**config.mk**
```make
export PLATFORM = sky130hd
export DESIGN_NAME = risc16_program_sequencer
export DESIGN_NICKNAME = d
export VERILOG_FILES = /design/src/rtl/risc16_pkg.sv /design/src/rtl/risc16_prog_ram.sv /design/src/rtl/risc16_program_sequencer.sv
export SDC_FILE = /design/constraint.sdc
export NUM_CORES = 1
export LEC_CHECK = 0
export ABC_AREA = 1
export CORE_ASPECT_RATIO = 1.1
export CORE_MARGIN = 4
export CORE_UTILIZATION = 61
export CTS_CLUSTER_SIZE = 20
export DETAILED_ROUTE_END_ITERATION = 8
export GPL_ROUTABILITY_DRIVEN = 0
export PLACE_DENSITY = 0.87
export SYNTH_ARGS = -nofsm -noshare
export SYNTH_HDL_FRONTEND = slang
export SYNTH_SLANG_ARGS = --single-unit
```
**constraint.sdc**
```tcl
create_clock -name clk -period 2.78 [get_ports clk]
set_input_delay 0.278 -clock clk [delete_from_list [all_inputs] [get_ports clk]]
set_output_delay 0.278 -clock clk [all_outputs]
set_load 0.02 [all_outputs]
```
**src/rtl/risc16_pkg.sv**
```systemverilog
// Shared definitions for the RISC_16 program sequencer: stage tick codes,
// instruction width, default NOP and the sequencer state type.
package risc16_pkg;

    localparam int INSTR_W = 16;

    localparam logic [4:0] TICK_FETCH = 5'b10000;
    localparam logic [4:0] TICK_LAST  = 5'b00001;

    localparam logic [INSTR_W-1:0] NOP_WORD_DEFAULT = 16'h0000;

    typedef enum logic [1:0] {
        LOAD  = 2'd0,
        PRIME = 2'd1,
        RUN   = 2'd2,
        HALT  = 2'd3
    } seq_state_e;

endpackage

```
**src/rtl/risc16_prog_ram.sv**
```systemverilog
// Program store: DEPTH x 16 words, one synchronous write port and one
// asynchronous read port whose result is registered by the sequencer.
module risc16_prog_ram
    import risc16_pkg::*;
#(
    parameter int DEPTH = 16,
    parameter int AW    = $clog2(DEPTH)
) (
    input  logic               clk,
    input  logic               wr_en,
    input  logic [AW-1:0]      wr_addr,
    input  logic [INSTR_W-1:0] wr_data,
    input  logic [AW-1:0]      rd_addr,
    output logic [INSTR_W-1:0] rd_data
);

    logic [INSTR_W-1:0] mem [DEPTH];

    always_ff @(posedge clk) begin
        if (wr_en) begin
            mem[wr_addr] <= wr_data;
        end
    end

    assign rd_data = mem[rd_addr];

endmodule

```
**src/rtl/risc16_program_sequencer.sv**
```systemverilog
// Feeds the RISC_16 core from a small on-chip program store: bytes are loaded
// from switches in LOAD mode, then streamed one word per core instruction in RUN.
module risc16_program_sequencer
    import risc16_pkg::*;
#(
    parameter int                 DEPTH    = 16,
    parameter bit                 WRAP     = 1'b0,
    parameter logic [INSTR_W-1:0] NOP_WORD = NOP_WORD_DEFAULT
) (
    input  logic                       clk,
    input  logic                       rst,
    input  logic                       run_mode,
    input  logic                       wr_stb,
    input  logic                       byte_sel,
    input  logic [7:0]                 wr_data,
    input  logic [4:0]                 tick,
    output logic [INSTR_W-1:0]         instruction,
    output logic [$clog2(DEPTH)-1:0]   pc,
    output logic [$clog2(DEPTH):0]     prog_len,
    output logic                       halted,
    output logic                       err
);

    localparam int AW = $clog2(DEPTH);
    localparam int LW = AW + 1;
    localparam logic [LW-1:0] FULL = LW'(DEPTH);

    seq_state_e         state_q, state_d;
    logic               wr_stb_q;
    logic [7:0]         hold_lo_q, hold_lo_d;
    logic [INSTR_W-1:0] instr_q, instr_d;
    logic [AW-1:0]      pc_q, pc_d;
    logic [LW-1:0]      len_q, len_d;
    logic               halted_q, halted_d;
    logic               err_q, err_d;

    logic               stb_edge;
    logic [LW-1:0]      next_idx;
    logic               mem_we;
    logic [AW-1:0]      rd_addr;
    logic [INSTR_W-1:0] rd_data;

    assign stb_edge = wr_stb & ~wr_stb_q;
    assign next_idx = {1'b0, pc_q} + LW'(1);

    // PRIME and a wrap both fetch entry 0; an in-range advance fetches next_idx.
    assign rd_addr = (state_q == RUN && next_idx < len_q) ? next_idx[AW-1:0] : '0;

    risc16_prog_ram #(
        .DEPTH (DEPTH),
        .AW    (AW)
    ) u_ram (
        .clk     (clk),
        .wr_en   (mem_we),
        .wr_addr (len_q[AW-1:0]),
        .wr_data ({wr_data, hold_lo_q}),
        .rd_addr (rd_addr),
        .rd_data (rd_data)
    );

    always_comb begin
        state_d   = state_q;
        hold_lo_d = hold_lo_q;
        instr_d   = instr_q;
        pc_d      = pc_q;
        len_d     = len_q;
        halted_d  = halted_q;
        err_d     = err_q;
        mem_we    = 1'b0;

        if (state_q != LOAD && stb_edge) begin
            err_d = 1'b1;
        end

        case (state_q)
            LOAD: begin
                instr_d = NOP_WORD;
                if (stb_edge) begin
                    if (!byte_sel) begin
                        hold_lo_d = wr_data;
                    end else if (len_q < FULL) begin
                        mem_we = 1'b1;
                        len_d  = len_q + LW'(1);
                    end else begin
                        err_d = 1'b1;
                    end
                end
                if (run_mode) begin
                    state_d = PRIME;
                end
            end
            PRIME: begin
                if (len_q == '0) begin
                    instr_d  = NOP_WORD;
                    halted_d = 1'b1;
                    state_d  = HALT;
                end else begin
                    instr_d = rd_data;
                    pc_d    = '0;
                    state_d = RUN;
                end
            end
            RUN, HALT: begin
                // Dropping run_mode takes priority over a coincident advance tick.
                if (!run_mode) begin
                    instr_d  = NOP_WORD;
                    halted_d = 1'b0;
                    pc_d     = '0;
                    state_d  = LOAD;
                end else if (state_q == HALT) begin
                    instr_d = NOP_WORD;
                end else if (tick == TICK_LAST) begin
                    if (next_idx < len_q) begin
                        instr_d = rd_data;
                        pc_d    = next_idx[AW-1:0];
                    end else if (WRAP) begin
                        instr_d = rd_data;
                        pc_d    = '0;
                    end else begin
                        instr_d  = NOP_WORD;
                        halted_d = 1'b1;
                        state_d  = HALT;
                    end
                end
            end
            default: begin
                state_d = LOAD;
            end
        endcase
    end

    always_ff @(posedge clk or posedge rst) begin
        if (rst) begin
            state_q   <= LOAD;
            wr_stb_q  <= 1'b0;
            hold_lo_q <= 8'h00;
            instr_q   <= NOP_WORD;
            pc_q      <= '0;
            len_q     <= '0;
            halted_q  <= 1'b0;
            err_q     <= 1'b0;
        end else begin
            state_q   <= state_d;
            wr_stb_q  <= wr_stb;
            hold_lo_q <= hold_lo_d;
            instr_q   <= instr_d;
            pc_q      <= pc_d;
            len_q     <= len_d;
            halted_q  <= halted_d;
            err_q     <= err_d;
        end
    end

    assign instruction = instr_q;
    assign pc          = pc_q;
    assign prog_len    = len_q;
    assign halted      = halted_q;
    assign err         = err_q;

endmodule

```
==> summary by stage, run 1 <==
Run
The tool flagged a number of max-cap violations equal to 0.

Die
The total core area is around 20000 sq um. Measured along the y axis, the die boundary spans 158 microns. The area enclosed by the die boundary is around 23000 sq um. The floorplan step set the die width to between 100 and 150 microns. The top-level I/O count is 45.

Once the floorplan was initialized, standard cells occupied between 60% and 70% of the core. The floorplan has 54 rows.

Power and ir drop
The total power divided by cell area is approximately 900 nW/um^2. The leakage dissipation is approximately 5.8 nW. The maximum VDD drop is ~510 uV. Total power for the finished layout comes to 0.0134 W.

Synth
In the synthesized netlist the dominant register cell turns out to be sky130_fd_sc_hd__edfxtp_1. The commonest cells after synthesis are sky130_fd_sc_hd__nand2_1, sky130_fd_sc_hd__edfxtp_1, sky130_fd_sc_hd__nand3_1, sky130_fd_sc_hd__nand4_1, sky130_fd_sc_hd__nor2_1. The register area share after synthesis is roughly 70%. The total standard cell area after synthesis is about 12000 sq um.

Yosys mapped the design onto 29 distinct sky130hd cell types. The cell count after synthesis is 1068. The Yosys warning count is 0.

The number of enable-type register cells in the synthesized netlist is around 260. The fraction of registers with async set or reset after synthesis is 12.9%. The synthesized design devotes to its leading area cell type between 60 and 70% of total area. Among all cell types in the netlist, the one instantiated most often is sky130_fd_sc_hd__nand2_1. The flip-flop and latch count after synthesis is 294.

The mean instance size in the synthesized netlist is 11.6 sq um. The number of nets in the synthesized netlist is 1095. Yosys attributes the largest share of cell area to sky130_fd_sc_hd__edfxtp_1, sky130_fd_sc_hd__nand3_1, sky130_fd_sc_hd__nand2_1. The top cell type by total area after synthesis is sky130_fd_sc_hd__edfxtp_1.

Finish
The layout has between 1000 and 1500 filler cells. The final layout contains approximately 1200 nets. The fraction of final layout cells with drive strength greater than 1 is between 10 and 15%.

The diode insertion count for antenna repair is 0. The area added between synthesis and finish is 19.8%. The final design instance area without fill is 14900 sq um.

Worst setup path
The kind of cell with the highest combined delay along the critical path is simple AND/OR/NAND/NOR gates. The nature of the critical path startpoint is a register. Together, buffers and inverters on the worst path number 3.

The endpoint arrival time on the critical path is between 3 and 4 ns. Walking the worst path, the cells encountered are ha_4 > xor2_2 > ha_1 > nand2_1 > nand2_2 > nand2_2 > nand2_4 > nor2_8 > nand3_4 > buf_12 > buf_4 > buf_12 > nand3_1 > nand3_1 > nand3_1 > nand2_1. The required time reported for the critical path endpoint is around 3.2 ns. The critical path start-end classification is reg -> reg.

The cell that appears most often on the critical path is sky130_fd_sc_hd__nand3_1. The slowest stage of the critical path is the sky130_fd_sc_hd__dfrtp_2 cell. The largest single stage delay on the critical path is between 0.4 and 0.5 ns.

The nature of the critical path endpoint is a register. The maximum net fanout on the critical path is 7.

Timing
The total negative slack for setup checks is -0.140 ns. The time the worst path needs with I/O delays and setup is around 2.8 ns. The minimum setup slack in the final design is -0.0669 ns. The max-slew violation count is 0. Across the routed clock network, the largest skew measured is roughly 0.021 ns. Setup repair after global routing could not meet its margin everywhere. Derived from the worst setup path, the maximum achievable clock frequency is ~0.35 GHz. Setup violations remaining at the end of the flow were counted as 4. The final number of hold-violating endpoints is 0. At the pin with the least slew margin, the transition time is 1.03 ns. The final clock period utilization by the worst path is 102%.

The worst slew slack as a fraction of its limit is between 30 and 40%.

Run status
The flow ran to the end, but the final reports show violations. The checks that failed: setup timing.

Routing
The detail route stage leaves a number of antenna-violating nets equal to 0. The detailed-route wire length per cell is between 20 and 30 microns. The detailed-route DRC error count is 0. After detailed routing, the number of vias per cell comes to 6.93. The aggregate routed wire length is 38.7 mm. The vias after detailed routing is a little under 10000. The number of DRC violations after detailed-routing iteration 0 is roughly 1600. The first TritonRoute pass finished after 8 iterations.

CTS
The number of buffers on the longest clock path is 3. The cell sitting at the root of the clock tree is a sky130_fd_sc_hd__clkbuf_16. Clock tree synthesis found a total of 294 sinks. TritonCTS created 28 clock buffers. The CTS tree is built. The count of hold buffers inserted by post-cts repair is 0.

The insertion delay to the later sink of the worst-skew pair is around 0.56 ns. The total number of H-tree levels is 1. Clock-pin slew was measured on the worst setup and hold paths at 0.07 ns.

Place
The quantity of I/O buffers inserted on ports is 44. Summing all placed instances gives a cell area of around 13000 sq um. The HPWL after detailed placement is 17.6 mm.

Global routing
The initial antenna violation count came to 1. The met3 track demand over resource is approximately 7.6%. Global routing finished with a remaining overflow of 0. The most heavily used metal layer in global routing is met2. The maximum number of pins on one net before global-route repair is 113. Global routing consumed, over all layers together, just over 30% of the routing resources. For met1 alone, demand over resource in global routing was between 30% and 40%. The via count of the first global-routing pass is ~9400. The first global-routing pass estimated between 50 and 60 mm of wire. Global routing consumed, on the met2 layer, 51.6% of the routing resources.

Min path
In this run the worst hold path is classified as in -> reg.
==> logic make-up after synthesis <==
kind of cell	synth area share (%)
adder cells (fa/ha/maj)	0.908
buffers and inverters	4.48
multiplexers	0.726
flip-flops	69.7
AO/OA/AOI/OAI	0.515
XOR/XNOR	0.343
AND/OR/NAND/NOR	23.4
==> what timing repair did <==
item	CTS	global route
cloned	3	6
pin swaps	1	11
setup buffers	2	7
resized for setup	5	60
setup endpoints to repair	16	16
==> state kept, by name (all words and copies together) (netlist names) <==
name / flops
u_ram.mem: 256
err: 1
hold_lo_q: 8
pc: 4
prog_len: 5
state_q: 2
instruction: 16
wr_stb_q: 1
halted: 1
==> cells in the final DEF (no fill, tap or decap), types with 4 or more instances in the layout <==
cell and n:
sky130_fd_sc_hd__nand3_2 29, sky130_fd_sc_hd__nand3_1 205, sky130_fd_sc_hd__ha_1 8, sky130_fd_sc_hd__a21oi_1 4
sky130_fd_sc_hd__buf_12 22, sky130_fd_sc_hd__clkinv_1 5, sky130_fd_sc_hd__dfrtp_1 35, sky130_fd_sc_hd__nor2_2 6
sky130_fd_sc_hd__nor2_1 54, sky130_fd_sc_hd__inv_2 5, sky130_fd_sc_hd__mux2_2 8, sky130_fd_sc_hd__clkbuf_16 32
sky130_fd_sc_hd__edfxtp_1 256, sky130_fd_sc_hd__clkbuf_1 8, sky130_fd_sc_hd__inv_1 39, sky130_fd_sc_hd__clkinv_2 4
sky130_fd_sc_hd__nand2_2 6, sky130_fd_sc_hd__nand2_1 252, sky130_fd_sc_hd__buf_16 5, sky130_fd_sc_hd__buf_4 27
sky130_fd_sc_hd__o21ai_0 4, sky130_fd_sc_hd__clkdlybuf4s50_1 44, sky130_fd_sc_hd__nand4_1 70
==> metrics by stage <==
step,utilization [%],setup slack (ns),cells,hold slack [ns]
final,74.6,-0.0669,1412,0.218
after global routing,74.6,-0.165,1412,0.216
after CTS,72.5,0.00258,1399,0.202
after detailed placement,67.2,-0.0570,1342,0.470
after global placement,67.2,0.121,1342,0.458
after floorplan,-,0.298,1068,0.309
==> report_power, final <==
group	total (W)	internal [W]	switching, W
logic	0.00374	0.00122	0.00252
clock network	0.00390	0.00223	0.00167
registers	0.00572	0.00527	0.000451
total	0.0134	0.00872	0.00464
==> worst paths after layout <==
path                                               to  depth (start not counted)  slack, ns         startpoint
max in group asynchronous           pc[1]$_DFFE_PP0P_                          2       1.78                rst
min in group asynchronous          halted$_DFFE_PP0P_                          2       0.29                rst
setup reg to reg           instruction[8]$_DFFE_PP0P_                         16      -0.07  pc[1]$_DFFE_PP0P_
hold / removal                     wr_stb_q$_DFF_PP0_                          1       0.22             wr_stb
setup / recovery           instruction[8]$_DFFE_PP0P_                         16      -0.07  pc[1]$_DFFE_PP0P_
hold reg to reg                         err$_DFF_PP0_                          2       0.49      err$_DFF_PP0_
==> layer usage <==
layer / up-vias / routed length [microns]
met1: 4544 / 11900
li1: 3933 / -
met2: 1037 / 18200
met5: - / 46
met4: 4 / 2960
met3: 272 / 5610
==> final cells by class <==
cell class	count	area, sq um	share of cell area [%]
flip-flops and latches	294	8640	58.2
multi-input cells	660	3410	22.9
repair buffers	106	1370	9.22
clock buffers	39	772	5.20
well taps	252	315	2.12
inverters	48	196	1.32
clock inverters	13	154	1.04
No activity file was read; power rests on OpenSTA's default activity.
==> inputs of run 2 (changes only) <==
--- a/config.mk
+++ b/config.mk
@@ -9,7 +9,7 @@
 export CORE_ASPECT_RATIO = 1.1
 export CORE_MARGIN = 4
 export CORE_UTILIZATION = 61
-export CTS_CLUSTER_SIZE = 20
+export CTS_CLUSTER_SIZE = 28
 export DETAILED_ROUTE_END_ITERATION = 8
 export GPL_ROUTABILITY_DRIVEN = 0
 export PLACE_DENSITY = 0.87
==> constraint.sdc (replaced) <==
create_clock -name clk -period 2.7 [get_ports clk]
set_input_delay 0.27 -clock clk [delete_from_list [all_inputs] [get_ports clk]]
set_output_delay 0.27 -clock clk [all_outputs]
set_load 0.02 [all_outputs]
==> run 2 against run 1 <==
  * The flow still finishes with violations (setup timing)
  * Die area unchanged
  * Via count decreased by 1.8%
  * Core utilization is 0.47 points lower
  * Critical path depth increased by 1
  * Setup slack got worse by 0.073 ns
  * Combinational power down 1%
  * Register-to-register slack lost 0.07 ns
  * First-iteration DRC count increased by 6.6%
  * Clock skew fell by 0.0056 ns
  * Clock power is essentially flat
  * Largest power group unchanged
==> summary by stage, run 2 (synthesis gave the netlist of run 1 again) <==
Power and ir drop
The leakage dissipation is 5.76 nW (was 5.77 nW). The combinational power share came to 27.5% (was 28.0%). The switching share of total power is 33.7% (was 34.7%).

The proportion of power drawn by the clock network is 29.1% (was 29.2%). The power share of the sequential group is 43.4% (was 42.8%). The maximum VDD drop was 643 uV (was 511 uV). The overall power is 0.0135 W (was 0.0134 W). The net switching power is 0.00453 W (was 0.00464 W). The total power divided by cell area is 912 nW/um^2 (was 899 nW/um^2). The internal power component came to 0.00893 W (was 0.00872 W).

Finish
The fraction of final layout cells with drive strength greater than 1 is 14.3% (was 14.8%). The area added between synthesis and finish came to 19.1% (was 19.8%). The diode insertion count for antenna repair came to 0 (unchanged). The core utilization of the finished layout is 74.1% (was 74.6%).

Commonest cells after routing, fill and taps aside: sky130_fd_sc_hd__edfxtp_1, sky130_fd_sc_hd__nand2_1, sky130_fd_sc_hd__nand3_1 (unchanged). The final design instance area without fill is 14800 sq um (was 14900 sq um). The commonest non-fill, non-tap cell in the layout is sky130_fd_sc_hd__edfxtp_1 (unchanged). The top register by number of flip-flops is u_ram.mem (unchanged).

The count of nets after finishing is 1179 (was 1165). The number of filler cells placed in the layout is 1066 (was 1070). The flip-flop count of the largest register after layout came to 256 (unchanged).

Worst setup path
The delay contributed by the slowest stage of the critical path was 0.38 ns (was 0.46 ns). Ordered cell list for the critical path: ha_2 > xor2_2 > ha_1 > nand2_2 > nand2_2 > nand2_1 > nand2_2 > nor2_8 > nand3_4 > buf_12 > buf_4 > clkbuf_16 > nand3_1 > nand3_1 > nand3_1 > nand3_1 > nand2_1 (was ha_4 > xor2_2 > ha_1 > nand2_1 > nand2_2 > nand2_2 > nand2_4 > nor2_8 > nand3_4 > buf_12 > buf_4 > buf_12 > nand3_1 > nand3_1 > nand3_1 > nand2_1). The required time reported for the critical path endpoint is 3.18 ns (was 3.22 ns). The length in cells of the worst reg-to-reg path is 17 (was 16). The slack of the worst reg-to-reg path is -0.14 ns (was -0.07 ns). The cell repeated most along the worst path is sky130_fd_sc_hd__nand3_1 (unchanged). The critical path start-end classification is reg -> reg (unchanged).

The endpoint of the lowest-slack register-to-register path is instruction[10]$_DFFE_PP0P_ (was instruction[8]$_DFFE_PP0P_). The maximum net fanout on the critical path came to 8 (was 7). The slowest library cell on the worst path is sky130_fd_sc_hd__dfrtp_1 (was sky130_fd_sc_hd__dfrtp_2). The endpoint arrival time on the critical path came to 3.32 ns (was 3.29 ns). The origin of the critical flop-to-flop path is pc[1]$_DFFE_PP0P_ (unchanged).

The nature of the critical path startpoint is a register (unchanged). The nature of the critical path endpoint is a register (unchanged).

CTS
The count of hold buffers inserted by post-cts repair came to 0 (unchanged). The number of buffers added by the clock tree synthesis step is 28 (unchanged). The clock-pin slew reported for the worst setup and hold paths after clock tree synthesis is 0.07 ns (about the same). The number of clock sinks is 294 (unchanged). The number of buffers on the longest clock path is 3 (unchanged). The insertion delay to the later sink of the worst-skew pair came to 0.55 ns (was 0.56 ns). The total number of H-tree levels is 1 (unchanged). The library cell used as clock root buffer is sky130_fd_sc_hd__clkbuf_16 (unchanged). The CTS tree was built (unchanged).

Die
The effective utilization at floorplan came to 62.2% (unchanged). The row count is 54 (unchanged). The total core area is 19900 sq um (unchanged). The horizontal die dimension was 144 microns (unchanged).

The top-level I/O count is 45 (unchanged). The area enclosed by the die boundary is 22700 sq um (unchanged). The die boundary height came to 158 microns (unchanged).

Min path
The number of cells on the worst hold path is 1 (unchanged). The end point of the worst hold path is wr_stb_q$_DFF_PP0_ (unchanged). The class of the tightest hold or removal check is in -> reg (unchanged). The startpoint of the tightest hold check path is wr_stb (unchanged).

Routing
The number of vias per cell after detailed routing was 6.74 (was 6.93). The vias after detailed routing is 9611 (was 9790). The first-pass iteration count of the detailed router came to 6 (was 8).

The aggregate routed wire length was 36.1 mm (was 38.7 mm). The remaining antenna violation count after routing is 0 (unchanged). The number of DRC violations after detailed-routing iteration 0 is 1694 (was 1589). The detailed-route wire length per cell came to 25.3 microns (was 27.4 microns).

The detailed-route DRC error count is 0 (unchanged).

Run status
Run status: finished with violations (unchanged). Violations in the final reports: setup timing (unchanged).

Global routing
The via count of the first global-routing pass is 8963 (was 9356). The final global-route overflow total was 0 (unchanged). The first-pass GRT wire length is 48.8 mm (was 52.8 mm). The global-route usage over all layers is 28.2% (was 31.0%).

The maximum number of pins on one net before global-route repair was 113 (unchanged). The initial antenna violation count is 0 (was 1).

Place
The area of placed instances is 13500 sq um (was 13400 sq um). The HPWL after detailed placement was 17.8 mm (was 17.6 mm). The quantity of I/O buffers inserted on ports was 44 (unchanged).

Timing
The clock skew after layout is 0.0154 ns (was 0.0210 ns). The minimum setup slack in the final design was -0.139 ns (was -0.0669 ns). The count of final setup violators is 8 (was 4).

The final clock period utilization by the worst path was 105% (was 102%). The final worst hold slack was 0.206 ns (was 0.218 ns). The slew at the pin with the worst max-slew slack is 0.979 ns (was 1.03 ns). The time the worst path needs with I/O delays and setup is 2.84 ns (was 2.85 ns). The final number of hold-violating endpoints was 0 (unchanged). The max-slew violation count is 0 (unchanged).

The achievable frequency is 0.352 GHz (was 0.351 GHz). RSZ-0062 raised after global routing: yes (unchanged). The worst slew slack as a fraction of its limit is 34.7% (was 31.1%).

Run
The max-capacitance violation count is 0 (unchanged).
==> run 2: cell types whose count changed in the layout (fill, tap and decap cells not counted), sizes merged <==
cell,delta
clkinvlp,+4
clkinv,-2
clkbuf,-1
bufinv,-1
buf,+15
inv,-1
==> run 2: what timing repair did <==
action,in CTS,in global routing
setup buffers,1,18
pin swaps,0,15
setup endpoints to repair,6,16
gates resized for setup,2,44
cloned,0,3
==> run 2: layout make-up <==
| cell class | instances | area, sq um | area share (%) |
|---|---|---|---|
| tap | 252 | 315 | 2.14 |
| inverter | 48 | 200 | 1.36 |
| timing repair buffer | 120 | 1390 | 9.44 |
| multi-input combinational | 660 | 3290 | 22.3 |
| clock buffer | 39 | 793 | 5.37 |
| sequential | 294 | 8640 | 58.5 |
| clock inverter | 13 | 130 | 0.881 |
==> run 2: layer usage <==
layer	routed length, microns	share of wire (%)	vias to the layer above	track usage [%]
met1	11800	33	4514	37.0
met3	4850	13	213	5.10
li1	-	-	3971	-
met5	0	0	-	0
met2	17300	48	913	47.2
met4	2170	6.0	0	10.6
==> run 2: through the flow <==
step / TNS [ns] / setup WS (ns) / std cells
2_1_floorplan: 0 / 0.218 / 1068
3_3_place_gp: 0 / 0.0976 / 1352
3_5_place_dp: -0.00236 / -0.00236 / 1352
4_1_cts: 0 / 0.0433 / 1405
5_1_grt: -1.88 / -0.201 / 1426
6_report: -0.691 / -0.139 / 1426
==> run 2: how the worst max path moves through the flow <==
stage,startpoint,endpoint,slack [ns],depth (start not counted)
floorplan,pc[0]$_DFFE_PP0P_,instruction[7]$_DFFE_PP0P_,0.22,17
global placement,pc[0]$_DFFE_PP0P_,instruction[11]$_DFFE_PP0P_,0.1,15
detailed placement,pc[0]$_DFFE_PP0P_,instruction[11]$_DFFE_PP0P_,-0.002,16
CTS,pc[0]$_DFFE_PP0P_,instruction[4]$_DFFE_PP0P_,0.04,16
global route,pc[1]$_DFFE_PP0P_,instruction[10]$_DFFE_PP0P_,-0.20,17
finish,pc[1]$_DFFE_PP0P_,instruction[10]$_DFFE_PP0P_,-0.14,17
==> run 2: worst max-delay path: cells and delay by family (launching register included) <==
kind | cells | cell delay [ns]
fa+ha+maj | 2 | 0.54
flops | 1 | 0.38
buf+inv | 3 | 0.53
xor+xnor | 1 | 0.15
simple gates | 11 | 1.16
==> run 2: power by group through the flow <==
stage,clock network (W),registers (W),logic (W)
after floorplan,0,0.00590,0.00202
after global placement,0,0.00589,0.00319
after detailed placement,0,0.00591,0.00332
after CTS,0.00389,0.00582,0.00340
after global routing,0.00412,0.00588,0.00392
final,0.00391,0.00585,0.00370
